<file path="config.mk">
export PLATFORM = sky130hd
export DESIGN_NAME = complex_div
export DESIGN_NICKNAME = d
export VERILOG_FILES = /design/src/rtl/complex_div.sv
export SDC_FILE = /design/constraint.sdc
export NUM_CORES = 1
export LEC_CHECK = 0
export CAP_MARGIN = 20
export CELL_PAD_IN_SITES_DETAIL_PLACEMENT = 1
export CELL_PAD_IN_SITES_GLOBAL_PLACEMENT = 2
export CORE_UTILIZATION = 43
export CTS_CLUSTER_SIZE = 14
export DETAILED_ROUTE_END_ITERATION = 8
export GPL_TIMING_DRIVEN = 0
export MAX_ROUTING_LAYER = met4
export PLACE_DENSITY_LB_ADDON = 0.1
export REMOVE_ABC_BUFFERS = 1
export SLEW_MARGIN = 40
export SYNTH_ARGS = -nofsm -noshare
export SYNTH_HDL_FRONTEND = slang
export SYNTH_SLANG_ARGS = --single-unit
</file>
<file path="constraint.sdc">
create_clock -name clk -period 13.8 [get_ports clk]
set_input_delay 2.76 -clock clk [delete_from_list [all_inputs] [get_ports clk]]
set_output_delay 2.76 -clock clk [all_outputs]
set_load 0.03 [all_outputs]
</file>
<file path="src/rtl/complex_div.sv">
`default_nettype none
// ============================================================================
// Module   : complex_div
// Purpose  : Sequential complex divider z = a * conj(b) / |b|^2 using one
//            shared 8x8 signed multiplier and one restoring divider.
// Revision : 1.0 - initial release
// ============================================================================
module complex_div #(
  parameter int FRAC_BITS = 8
) (
  input  logic              clk,
  input  logic              rst,
  input  logic              in_valid,
  output logic              in_ready,
  input  logic signed [7:0] a_real,
  input  logic signed [7:0] a_imag,
  input  logic signed [7:0] b_real,
  input  logic signed [7:0] b_imag,
  output logic              out_valid,
  output logic [15:0]       z_real,
  output logic [15:0]       z_imag,
  output logic              div_by_zero,
  output logic              overflow
);

  localparam int Q = 16 + FRAC_BITS;

  typedef enum logic [2:0] {
    S_IDLE   = 3'd0,
    S_MUL    = 3'd1,
    S_COMB   = 3'd2,
    S_DIV_RE = 3'd3,
    S_DIV_IM = 3'd4,
    S_DONE   = 3'd5
  } state_t;

  state_t r_state, w_state_nxt;
  logic   w_in_ready;

  logic [4:0]        r_cnt;
  logic signed [7:0] r_ar, r_ai, r_br, r_bi;
  logic signed [15:0] r_p0, r_p1, r_p2, r_p3, r_p4, r_p5;
  logic [15:0]       r_den, r_mag_im, r_rem;
  logic              r_neg_re, r_neg_im;
  logic [Q-1:0]      r_quo, r_qre;
  logic              r_out_valid, r_dbz, r_ovf;
  logic [15:0]       r_z_re, r_z_im;

  logic signed [7:0]  w_ma, w_mb;
  logic signed [15:0] w_prod;
  logic [16:0]        w_num_re, w_num_im, w_trial;
  logic [15:0]        w_abs_re, w_abs_im, w_den, w_rem_nxt;
  logic               w_ge;
  logic [Q-1:0]       w_quo_nxt;
  logic [16:0]        w_sat_re, w_sat_im;

  // Sign/saturate a magnitude quotient; bit 16 of the result flags overflow.
  function automatic logic [16:0] f_sat(input logic neg, input logic [Q-1:0] mag);
    logic [15:0] m;
    m = mag[15:0];
    if (neg) begin
      if (mag > Q'(32768)) return {1'b1, 16'h8000};
      return {1'b0, 16'(~m + 16'd1)};
    end
    if (mag > Q'(32767)) return {1'b1, 16'h7FFF};
    return {1'b0, m};
  endfunction

  // State register.
  always_ff @(posedge clk or posedge rst) begin
    if (rst) r_state <= S_IDLE;
    else     r_state <= w_state_nxt;
  end

  // Next-state sequencing and handshake ready.
  always_comb begin
    w_state_nxt = r_state;
    w_in_ready  = 1'b0;
    case (r_state)
      S_IDLE: begin
        w_in_ready = 1'b1;
        if (in_valid) w_state_nxt = S_MUL;
      end
      S_MUL:    if (r_cnt == 5'd5) w_state_nxt = S_COMB;
      S_COMB:   w_state_nxt = S_DIV_RE;
      S_DIV_RE: if (r_cnt == 5'(Q - 1)) w_state_nxt = S_DIV_IM;
      S_DIV_IM: if (r_cnt == 5'(Q - 1)) w_state_nxt = S_DONE;
      S_DONE:   w_state_nxt = S_IDLE;
      default:  w_state_nxt = S_IDLE;
    endcase
  end

  // Shared multiplier operand selection, one product per MUL cycle.
  always_comb begin
    w_ma = r_ar;
    w_mb = r_br;
    case (r_cnt[2:0])
      3'd1:    begin w_ma = r_ai; w_mb = r_bi; end
      3'd2:    begin w_ma = r_ai; w_mb = r_br; end
      3'd3:    begin w_ma = r_ar; w_mb = r_bi; end
      3'd4:    begin w_ma = r_br; w_mb = r_br; end
      3'd5:    begin w_ma = r_bi; w_mb = r_bi; end
      default: begin w_ma = r_ar; w_mb = r_br; end
    endcase
  end

  // Operands are sign-extended so the 16-bit product is exact.
  assign w_prod   = {{8{w_ma[7]}}, w_ma} * {{8{w_mb[7]}}, w_mb};
  assign w_num_re = {r_p0[15], r_p0} + {r_p1[15], r_p1};
  assign w_num_im = {r_p2[15], r_p2} - {r_p3[15], r_p3};
  assign w_abs_re = 16'(w_num_re[16] ? (17'd0 - w_num_re) : w_num_re);
  assign w_abs_im = 16'(w_num_im[16] ? (17'd0 - w_num_im) : w_num_im);
  assign w_den    = $unsigned(r_p4) + $unsigned(r_p5);

  // One restoring-division step: shift in dividend MSB, subtract if it fits.
  assign w_trial   = {r_rem, r_quo[Q-1]};
  assign w_ge      = (w_trial >= {1'b0, r_den});
  assign w_rem_nxt = 16'(w_ge ? (w_trial - {1'b0, r_den}) : w_trial);
  assign w_quo_nxt = {r_quo[Q-2:0], w_ge};

  assign w_sat_re = f_sat(r_neg_re, r_qre);
  assign w_sat_im = f_sat(r_neg_im, r_quo);

  // Datapath: capture, multiply, combine, divide, and publish results.
  always_ff @(posedge clk or posedge rst) begin
    if (rst) begin
      r_cnt <= '0;
      r_ar <= '0; r_ai <= '0; r_br <= '0; r_bi <= '0;
      r_p0 <= '0; r_p1 <= '0; r_p2 <= '0; r_p3 <= '0; r_p4 <= '0; r_p5 <= '0;
      r_den <= '0; r_mag_im <= '0; r_rem <= '0;
      r_neg_re <= 1'b0; r_neg_im <= 1'b0;
      r_quo <= '0; r_qre <= '0;
      r_out_valid <= 1'b0; r_dbz <= 1'b0; r_ovf <= 1'b0;
      r_z_re <= '0; r_z_im <= '0;
    end else begin
      r_out_valid <= 1'b0;
      case (r_state)
        S_IDLE: begin
          r_cnt <= '0;
          if (in_valid) begin
            r_ar <= a_real; r_ai <= a_imag; r_br <= b_real; r_bi <= b_imag;
          end
        end
        S_MUL: begin
          case (r_cnt[2:0])
            3'd0:    r_p0 <= w_prod;
            3'd1:    r_p1 <= w_prod;
            3'd2:    r_p2 <= w_prod;
            3'd3:    r_p3 <= w_prod;
            3'd4:    r_p4 <= w_prod;
            default: r_p5 <= w_prod;
          endcase
          r_cnt <= (r_cnt == 5'd5) ? 5'd0 : r_cnt + 5'd1;
        end
        S_COMB: begin
          r_den    <= w_den;
          r_neg_re <= w_num_re[16];
          r_neg_im <= w_num_im[16];
          r_mag_im <= w_abs_im;
          r_quo    <= Q'(w_abs_re) << FRAC_BITS;
          r_rem    <= '0;
          r_cnt    <= '0;
        end
        S_DIV_RE: begin
          if (r_cnt == 5'(Q - 1)) begin
            // Real quotient complete; reload divider with imaginary magnitude.
            r_qre <= w_quo_nxt;
            r_quo <= Q'(r_mag_im) << FRAC_BITS;
            r_rem <= '0;
            r_cnt <= '0;
          end else begin
            r_quo <= w_quo_nxt;
            r_rem <= w_rem_nxt;
            r_cnt <= r_cnt + 5'd1;
          end
        end
        S_DIV_IM: begin
          r_quo <= w_quo_nxt;
          r_rem <= w_rem_nxt;
          r_cnt <= (r_cnt == 5'(Q - 1)) ? 5'd0 : r_cnt + 5'd1;
        end
        S_DONE: begin
          r_out_valid <= 1'b1;
          if (r_den == 16'd0) begin
            r_z_re <= '0;
            r_z_im <= '0;
            r_dbz  <= 1'b1;
            r_ovf  <= 1'b0;
          end else begin
            r_z_re <= w_sat_re[15:0];
            r_z_im <= w_sat_im[15:0];
            r_dbz  <= 1'b0;
            r_ovf  <= w_sat_re[16] | w_sat_im[16];
          end
        end
        default: r_cnt <= '0;
      endcase
    end
  end

  assign in_ready    = w_in_ready;
  assign out_valid   = r_out_valid;
  assign z_real      = r_z_re;
  assign z_imag      = r_z_im;
  assign div_by_zero = r_dbz;
  assign overflow    = r_ovf;

endmodule
`default_nettype wire

</file>
# ---- Word-level counts from Yosys, hierarchy flattened
# Cells that the tools add are included.
# W data, S select, Z words.
dict set report op_classes {
  add_sub_neg 9
  n_mul 1
  order_cmp 5
  eq_ne 16
  muxes 45
  n_bitwise 4
  reduce_logical 17
}
# op n
set op_table {}
lappend op_table {{$mux W17} 12}
lappend op_table {{$mux W16} 6}
lappend op_table {{$pmux W24 S3} 1}
lappend op_table {{$gt A24 B15 Y1 const B} 2}
lappend op_table {{$gt A24 B16 Y1 const B} 2}
lappend op_table {{$pmux W16 S3} 1}
lappend op_table {{$add A16 B1 Y16 const B} 2}
lappend op_table {{$not A16 Y16} 2}
lappend op_table {{$sub A1 B16 Y16 const A} 2}
lappend op_table {{$mux W24} 1}
lappend op_table {{$pmux W8 S3} 1}
lappend op_table {{$add A16 B16 Y17} 1}
lappend op_table {{$ge A17 B16 Y1} 1}
lappend op_table {{$sub A16 B16 Y17} 1}
lappend op_table {{$add A16 B16 Y16} 1}
lappend op_table {{$logic_not A16 Y1} 1}
lappend op_table {{$mul A8 B8 Y16} 1}
lappend op_table {{$reduce_and A2 Y1} 8}
lappend op_table {{$sub A16 B16 Y16} 1}
lappend op_table {{$pmux W3 S5} 1}
lappend op_table {{$pmux W5 S3} 1}
lappend op_table {{$mux W1} 14}
lappend op_table {{$eq A3 B2 Y1 const B} 4}
lappend op_table {{$eq A3 B3 Y1 const B} 4}
lappend op_table {{16 further kinds} 26}
dict set report totals {
  reg_bits 269
  elab_cells 121
}

# ---- Logic depth before layout (Yosys ltp)
# Gate-level depths: netlist (run 1).
dict set report logic_depth {
  ltp_word 10
  mapped_depth 24
  mapped_depth_nobuf 24
}

# ---- Worst setup path after synthesis (run 1)
# No wires, ideal clock.
dict set report synth_timing {
  path_type {reg-to-reg}
  start {register r_cnt[1]}
  end {register r_p0[14]}
  setup_ns 0.068
  arrival_ns 6.146
  t_required_ns 13.732
  path_slack_ns 7.586
  path_stages_with_launch 22
  synth_period_minus_slack_ns 6.214
  path_cell_list {dfrtp_1 > inv_1 > ha_1 > mux2i_1 > mux2i_1 > or2_2 > fa_1 > fa_1 > inv_1 > fa_1 > inv_1 > fa_1 > inv_1 > ha_1 > o21ai_0 > a21oi_1 > o21ai_0 > a21boi_0 > o21ai_0 > nand2_1 > o311ai_0 > mux2_2}
}
dict set report synth_via {
  elab_chain_cells 4
  word_cells_on_any_way 12
  cone_classes {mul: 1; eq/ne: 5; mux: 2; reduce/logical: 4}
}
# item line
set synth_rtl {}
lappend synth_rtl {{from (decl)} 40} ;# logic [4:0] r_cnt;
lappend synth_rtl {{from (signal assigned)} 153} ;# r_cnt <= (r_cnt == 5'd5) ? 5'd0 : r_cnt + 5'd1;
lappend synth_rtl {{from (signal assigned)} 174} ;# r_cnt <= r_cnt + 5'd1;
lappend synth_rtl {{from (signal assigned)} 180} ;# r_cnt <= (r_cnt == 5'(Q - 1)) ? 5'd0 : r_cnt + 5'd1;
lappend synth_rtl {{$eq A3 B1 Y1 (tied with other cells)} 97} ;# case (r_cnt[2:0])
lappend synth_rtl {{$reduce_or A2 Y1 (no line) / $reduce_or A3 Y1 (equally long branches)} -}
lappend synth_rtl {{$pmux W8 S3 / $mux W8 (equally long branches)} 97}
lappend synth_rtl {{$mul A8 B8 Y16} 108} ;# assign w_prod = {{8{w_ma[7]}}, w_ma} * {{8{w_mb[7]}}, w_mb};
lappend synth_rtl {{to (signal assigned)} 146} ;# 3'd0: r_p0 <= w_prod;
lappend synth_rtl {{to (decl)} 42} ;# logic signed [15:0] r_p0, r_p1, r_p2, r_p3, r_p4, r_p5;
# Several ways; a longest one is shown, not always the timed one.
# A chain may end at the register's enable or synchronous reset.

# ---- Worst setup path in the final report (run 1)
dict set report layout_timing {
  start {register r_cnt[0]}
  end {register r_p5[14]}
}
dict set report layout_via {
  elab_chain_cells 4
  word_cells_on_any_way 14
  cone_classes {mul: 1; eq/ne: 5; mux: 2; bitwise: 1; reduce/logical: 5}
}
# item line
set layout_rtl {}
lappend layout_rtl {{$eq A3 B1 Y1 (tied with other cells)} {97, 145}}
lappend layout_rtl {{$reduce_or A2 Y1 (no line) (tied with other cells)} -}
lappend layout_rtl {{$pmux W8 S3 (tied with other cells)} 97}
lappend layout_rtl {{$mul A8 B8 Y16 / $reduce_and A2 Y1 (equally long branches)} -}
lappend layout_rtl {{to (signal assigned)} 151} ;# default: r_p5 <= w_prod;
lappend layout_rtl {{to (decl)} 42}
# Several ways; a longest one is shown, not always the timed one.

==> results.md, run 1 <==
- Status: finished clean
- DRT iter0 DRCs: roughly 710
- Hold-fix buffers, CTS: 0
- Post-synth EDFFs: 0
- Post-synthesis mux area share: approximately 7.4%
- Grt ovf: 0
- Sequential share of the synthesized area: 38.4%
- Worst hold path class: register to register
- Vias: around 14k
- Critical Path Start: r_cnt[0]
- Die Span X: 204 um
- First-pass GRT wire length: between 70 and 80 mm
- Seq cells post-synth: approximately 270
- Maximum clock frequency: about 0.14 GHz
- Delay-heaviest family, CP: compound AO/OA/AOI/OAI gates
- DP HPWL: roughly 35 mm
- Clk Latency, worst-skew pair: 540 ps
- Crit-path cells: inv_1 -> ha_1 -> a21o_1 -> a21oi_1 -> a222oi_1 -> buf_2 -> or2_2 -> fa_1 -> inv_1 -> fa_1 -> inv_1 -> fa_1 -> fa_1 -> inv_1 -> ha_1 -> nor2b_1 -> o21ai_0 -> a21oi_1 -> o21ai_0 -> a21boi_0 -> o21ai_0 -> nand2_1 -> o311ai_2 -> mux2_2
- Largest net degree at the start of global routing: between 70 and 80
- GR Util met1: between 30% and 40%
- Starting Density: 43.8%
- Share of post-route cells with drive strength above 1: between 10% and 20%
- Synth Area in XOR/XNOR: between 4 and 5%
- Simple-Gate Fraction of Synth Area: around 14%
- Worst EP required: roughly 14000 ps
- Critical Path End Type: register
- Syn avg cell area: 9.45 um2
- Synth top area share: 38.4%
- Layout Nets: 2114
- Post-Route WL: roughly 46 mm
- Num ports: between 70 and 80
- Most area-consuming cells after synthesis: dfrtp_1 (38%), ha_1 (7.2%), fa_1 (6.7%)
- DRT Pass-1 Iters: 8
- CTS Buf Count: 34
- Via/cell ratio: between 5 and 6
- Initial antenna violation count: 0
- YS warnings: 0
- # resized after CTS: 0
- MaxCap Viol Count: 0
- Die height: 204 um
- Total track usage: a little under a quarter
- Post-synth ARST share: 100%
- Adder-Cell Fraction of Synth Area: 13.9%
- Area post-placement: between 15000 and 20000 um2
- Core ar.: approximately 40000 um2
- Top FF cell, synth: dfrtp_1
- Final non-filler cell total: around 2.5k
- Global-route layer with the greatest usage: met2
- Largest family of logic cells by synthesized area: compound AO/OA/AOI/OAI gates
- Die area: between 40000 and 50000 um2
- Per-cell routed wire length: 18.8 um
- Post-synthesis compound-gate area fraction: between 10% and 20%
- Layout Skew: 24.2 ps
- Crit path max fanout: 11
- Arrival @ worst endpoint: ~7900 ps
- CTS tree: yes
- Period utilization: roughly 54%
- Slew headroom: approximately two fifths
- Final instance area: between 20000 and 25000 um2
- Period minus WS final: around 7400 ps
- Yosys top cell by area: dfrtp_1
- Cell count after synthesis: 1855
- Total negative setup slack: 0 ps
- Largest stage delay, worst path: 590 ps
- Slowest stage cell, crit path: o311ai_2
- Port buffer count: 70
- Met3 usage: between 3 and 4%
- # rows: 73
- Number of diodes: 0
- Met2 Use GR: 38.6%
- Post-route setup slack: between 6000 and 7000 ps
- DR DRC count: 0
- Clock Sinks: 269
- # Post-CTS Setup Buffers: 0
- Final Setup Violations: 0
- Min-Delay Startpoint: z_imag[15]
- Largest registers: r_qre: 24 flops, r_quo: 24 flops
- Synthesis-to-finish area growth: 14.8%
- Unrepaired setup endpoints after global routing: false
- Crit Path Category: register to register
- Number of H-tree levels: 2
- Max clock buf depth: 3
- Dpl cells: approximately 2.4k
- Vias in the first global route: about 14k
- Synth unique cells: 84
- Worst slew pin tran: around 870 ps
- Final hold vios: 0
- Pre-CTS setup slack: 6470 ps
- CP Launch Type: register
- GP Congestion: around 0.83
- Max-slew violation count: 0
- Detail Route Antenna Nets: 0
- Critical R2R Launch: r_cnt[0]
- Root buf cell: clkbuf_16
- Clock-pin transition on the worst setup and hold timing paths: approximately 50 ps
- Worst Path Buf+Inv: 5
- Netlist Area Pre-Place: between 15000 and 20000 um2
## final timing paths
check	to	slack (ps)	cells after the start
max	r_p5[14]	6410	24
min	z_imag[15]	470	2
max reg2reg	r_p5[14]	6410	24
min reg2reg	z_imag[15]	470	2
max in group asynchronous	r_quo[14]	10050	4
min in group asynchronous	r_p4[12]	2650	2
## cells in the mapped netlist (15+ instances only)
| library cell | count |
|---|---|
| nand3_1 | 31 |
| mux2i_1 | 26 |
| or2_2 | 16 |
| mux2_2 | 92 |
| fa_1 | 59 |
| dfrtp_1 | 269 |
| nand2_1 | 201 |
| o21a_1 | 17 |
| inv_1 | 160 |
| ha_1 | 101 |
| nor2b_1 | 19 |
| a22o_1 | 20 |
| o21ai_1 | 15 |
| xor2_1 | 33 |
| a222oi_1 | 22 |
| a21oi_1 | 89 |
| a21o_1 | 18 |
| nor3_1 | 35 |
| o21ai_0 | 167 |
| xnor2_1 | 53 |
| clkbuf_1 | 54 |
| nor2_1 | 146 |
## metal layers
layer  part of all wire [%]  vias up
li1                       -     6640
met1                     47     6927
met2                     48      165
met3                    3.0       55
met4                    2.2        0
met5                      0        -
## tightest hold or removal path, delay by kind of cell (launching register included)
family / cells / cell delay, ps
flops: 1 / 340
simple gates: 2 / 100
## final cells by class
class	instances	area [um2]
sequential	269	6730
inverter	160	608
timing repair buffer	93	938
multi-input combinational	1361	10100
fill	4542	19900
clock buffer	49	988
tap	525	657
clock inverter	11	90.1
## cells in the final DEF (no fill, tap or decap), types with 21 or more instances in the layout
master,netlist,layout
mux2_2,92,92
a21oi_1,89,87
a222oi_1,22,22
ha_1,101,101
o21ai_0,167,167
clkbuf_16,0,35
inv_1,160,159
nor3_1,35,34
mux2i_1,26,21
xor2_1,33,33
nor2_1,146,143
clkdlybuf4s50_1,0,70
xnor2_1,53,53
nand2_1,201,195
dfrtp_1,269,267
nand3_1,31,29
fa_1,59,59
## kinds of logic (layout without fill, tap and decap cells)
group,after synthesis,in the layout
XOR/XNOR,87,87
multiplexers,118,118
AO/OA/AOI/OAI,461,461
AND/OR/NAND/NOR,535,535
adder cells (fa/ha/maj),160,160
flip-flops,269,269
buffers and inverters,225,313
## stage by stage
| stage | util, % | hold WS, ps |
|---|---|---|
| 2_1_floorplan | - | 449 |
| 3_3_place_gp | 46.6 | 455 |
| 3_5_place_dp | 47.6 | 465 |
| 4_1_cts | 50.3 | 476 |
| 5_1_grt | 50.3 | 510 |
| 6_report | 50.3 | 470 |
Power of run 1 is left out: the tool's default activity adds up to more than one toggle a clock period on the data nets, which glitch-free logic cannot reach.
==> inputs of run 2 (changes only) <==
Settings changed: CORE_UTILIZATION 43 to 36.
Clock period 13.8 ns to 6.26 ns, I/O delays scaled along.
==> run 2 against run 1 <==
Via count up 0.87%. Global-route usage fell by 2.7 points. Highest routed layer unchanged. Register-to-register slack got worse by 6100 ps. First-iteration DRC count decreased by 8.4%. Hold slack improved by 0.98 ps. Clock skew down 7.5 ps. Die area up 19%. Largest cell class unchanged. Final area is 3.3% higher. Critical path depth unchanged. Flip-flop and latch count did not move. Non-clock buffer count rose by 25.
==> results.md, run 2 (synthesis gave the netlist of run 1 again) <==
- Status: finished clean
- MaxCap Viol Count: 0 (unchanged)
- Slowest stage cell, crit path: fa_1
- Grt ovf: 0 (unchanged)
- Number of diodes: 0 (unchanged)
- Vias in the first global route: 14.8k (+2.1%)
- Arrival @ worst endpoint: 6430 ps (-1420 ps)
- Port buffer count: 70 (unchanged)
- # rows: 80 (+9.6%)
- Commonest non-fill, non-tap cell in the layout: dfrtp_1
- Slew headroom: 40.3% (-1.2 points)
- Clock-pin transition on the worst setup and hold timing paths: 60 ps (about the same)
- Crit Path Category: register to register
- DR DRC count: 0 (unchanged)
- Die height: 223 um (+9.2%)
- Worst EP required: 6690 ps (-7570 ps)
- Max-slew violation count: 0 (unchanged)
- Max clock buf depth: 3 (unchanged)
- Most frequent cells in the layout: dfrtp_1 (264), nand2_1 (194), o21ai_0 (162), inv_1 (158), nor2_1 (141)
- CTS Buf Count: 35 (+2.9%)
- Die area: 49600 um2 (+19%)
- Final instance area: 20800 um2 (+3.3%)
- Final Setup Violations: 0 (unchanged)
- Layout Nets: 2140 (+1.2%)
- Largest net degree at the start of global routing: 71 (-10%)
- Final hold vios: 0 (unchanged)
- Via/cell ratio: 5.38 (-3.6%)
- CTS tree: yes
- Crit-path cells: buf_4 -> ha_4 -> a21o_1 -> a21oi_4 -> a222oi_1 -> buf_2 -> or2_2 -> fa_1 -> fa_1 -> inv_1 -> fa_1 -> inv_1 -> fa_1 -> inv_1 -> ha_1 -> inv_1 -> o21ai_1 -> a21oi_2 -> o21a_1 -> o21ai_2 -> nor2_1 -> xnor2_2 -> buf_4 -> mux2_2
- Post-Route WL: 49.3 mm (+6.3%)
- Num ports: 71 (unchanged)
- First-pass GRT wire length: 81.8 mm (+5.4%)
- Starting Density: 36.7% (-7.2 points)
- Detail Route Antenna Nets: 0 (unchanged)
- DP HPWL: 37.0 mm (+5.6%)
- R2R setup slack: 260 ps (-6140 ps)
- CP Launch Type: register
- Period minus WS final: 6000 ps (-1400 ps)
- Clk Latency, worst-skew pair: 560 ps (+20 ps)
- Crit path max fanout: 8 (-3)
- GP Congestion: 0.833 (+0.22%)
- Unrepaired setup endpoints after global routing: false
- Share of post-route cells with drive strength above 1: 14.2% (+2.4 points)
- Number of H-tree levels: 2 (unchanged)
- Core ar.: 47800 um2 (+20%)
- Period utilization: 95.8% (+42 points)
- Area post-placement: 19300 um2 (+1.3%)
- Total negative setup slack: 0 ps (unchanged)
- Clock Sinks: 269 (unchanged)
- Die Span X: 223 um (+9.2%)
- Per-cell routed wire length: 19.1 um (+1.6%)
- Root buf cell: clkbuf_16
- Initial antenna violation count: 2 (+2)
- DRT iter0 DRCs: 646 (-8.4%)
- Worst-case hold slack: 471 ps (+0.982 ps)
- Worst hold path class: register to register
- Largest stage delay, worst path: 550 ps (-40 ps)
- Worst slew pin tran: 872 ps (+2.69 ps)
- Largest registers: r_qre: 24 flops, r_quo: 24 flops
- Vias: 13.9k (+0.87%)
- Layout Skew: 16.7 ps (-7.52 ps)
- Maximum clock frequency: 0.167 GHz (+23%)
- DRT Pass-1 Iters: 7 (-1)
- Total track usage: 21.3% (-2.7 points)
- Critical Path End Type: register
- Synthesis-to-finish area growth: 18.6%
## run 2: stage by stage
stage	worst slack, ps	cells	util (%)
3_5_place_dp	-1040	2503	40.3
6_report	262	2583	43.5
2_1_floorplan	-2400	1790	-
3_3_place_gp	-6610	2475	39.2
4_1_cts	14.8	2576	43.2
5_1_grt	10.3	2583	43.5
## run 2: final timing paths
check | start | end | cells past startpoint
setup / recovery | r_cnt[0] | r_p5[13] | 24
hold / removal | z_real[15] | z_real[15] | 2
setup reg to reg | r_cnt[0] | r_p5[13] | 24
hold reg to reg | z_real[15] | z_real[15] | 2
max in group asynchronous | rst | r_neg_re | 4
min in group asynchronous | rst | r_p4[13] | 2
## run 2: layout make-up
class,count,area [um2]
Multi-Input combinational cell,1361,10300
Sequential cell,269,6740
Tap cell,615,769
Inverter,160,608
Timing Repair Buffer,118,1230
Clock inverter,12,154
Fill cell,5376,27000
Clock buffer,48,976
## run 2: per-layer routing
metal / up-vias / wire [um] / track usage (%)
li1: 6692 / - / -
met1: 6990 / 22500 / 27.0
met2: 154 / 24100 / 35.0
met3: 71 / 1200 / 2.51
met4: 0 / 1520 / 7.50
met5: - / 0 / -
## run 2: what timing repair did
item                                    4_1_cts  5_1_grt
endpoints found under the setup margin       54       33
cloned                                        0        0
hold buffers                                  0        0
buffers inserted                             14        6
gates resized for setup                      31       25
pin swaps                                     8        8
## run 2: critical path, delay by kind of cell (launching register included)
family	cells	cell delay, ps
buffers and inverters	7	750
AND/OR/NAND/NOR	2	400
XOR/XNOR	1	140
adder cells (fa/ha/maj)	6	2580
flip-flops	1	400
multiplexers	1	260
AO/OA/AOI/OAI	7	1360
Power of run 2 is left out for the same reason.
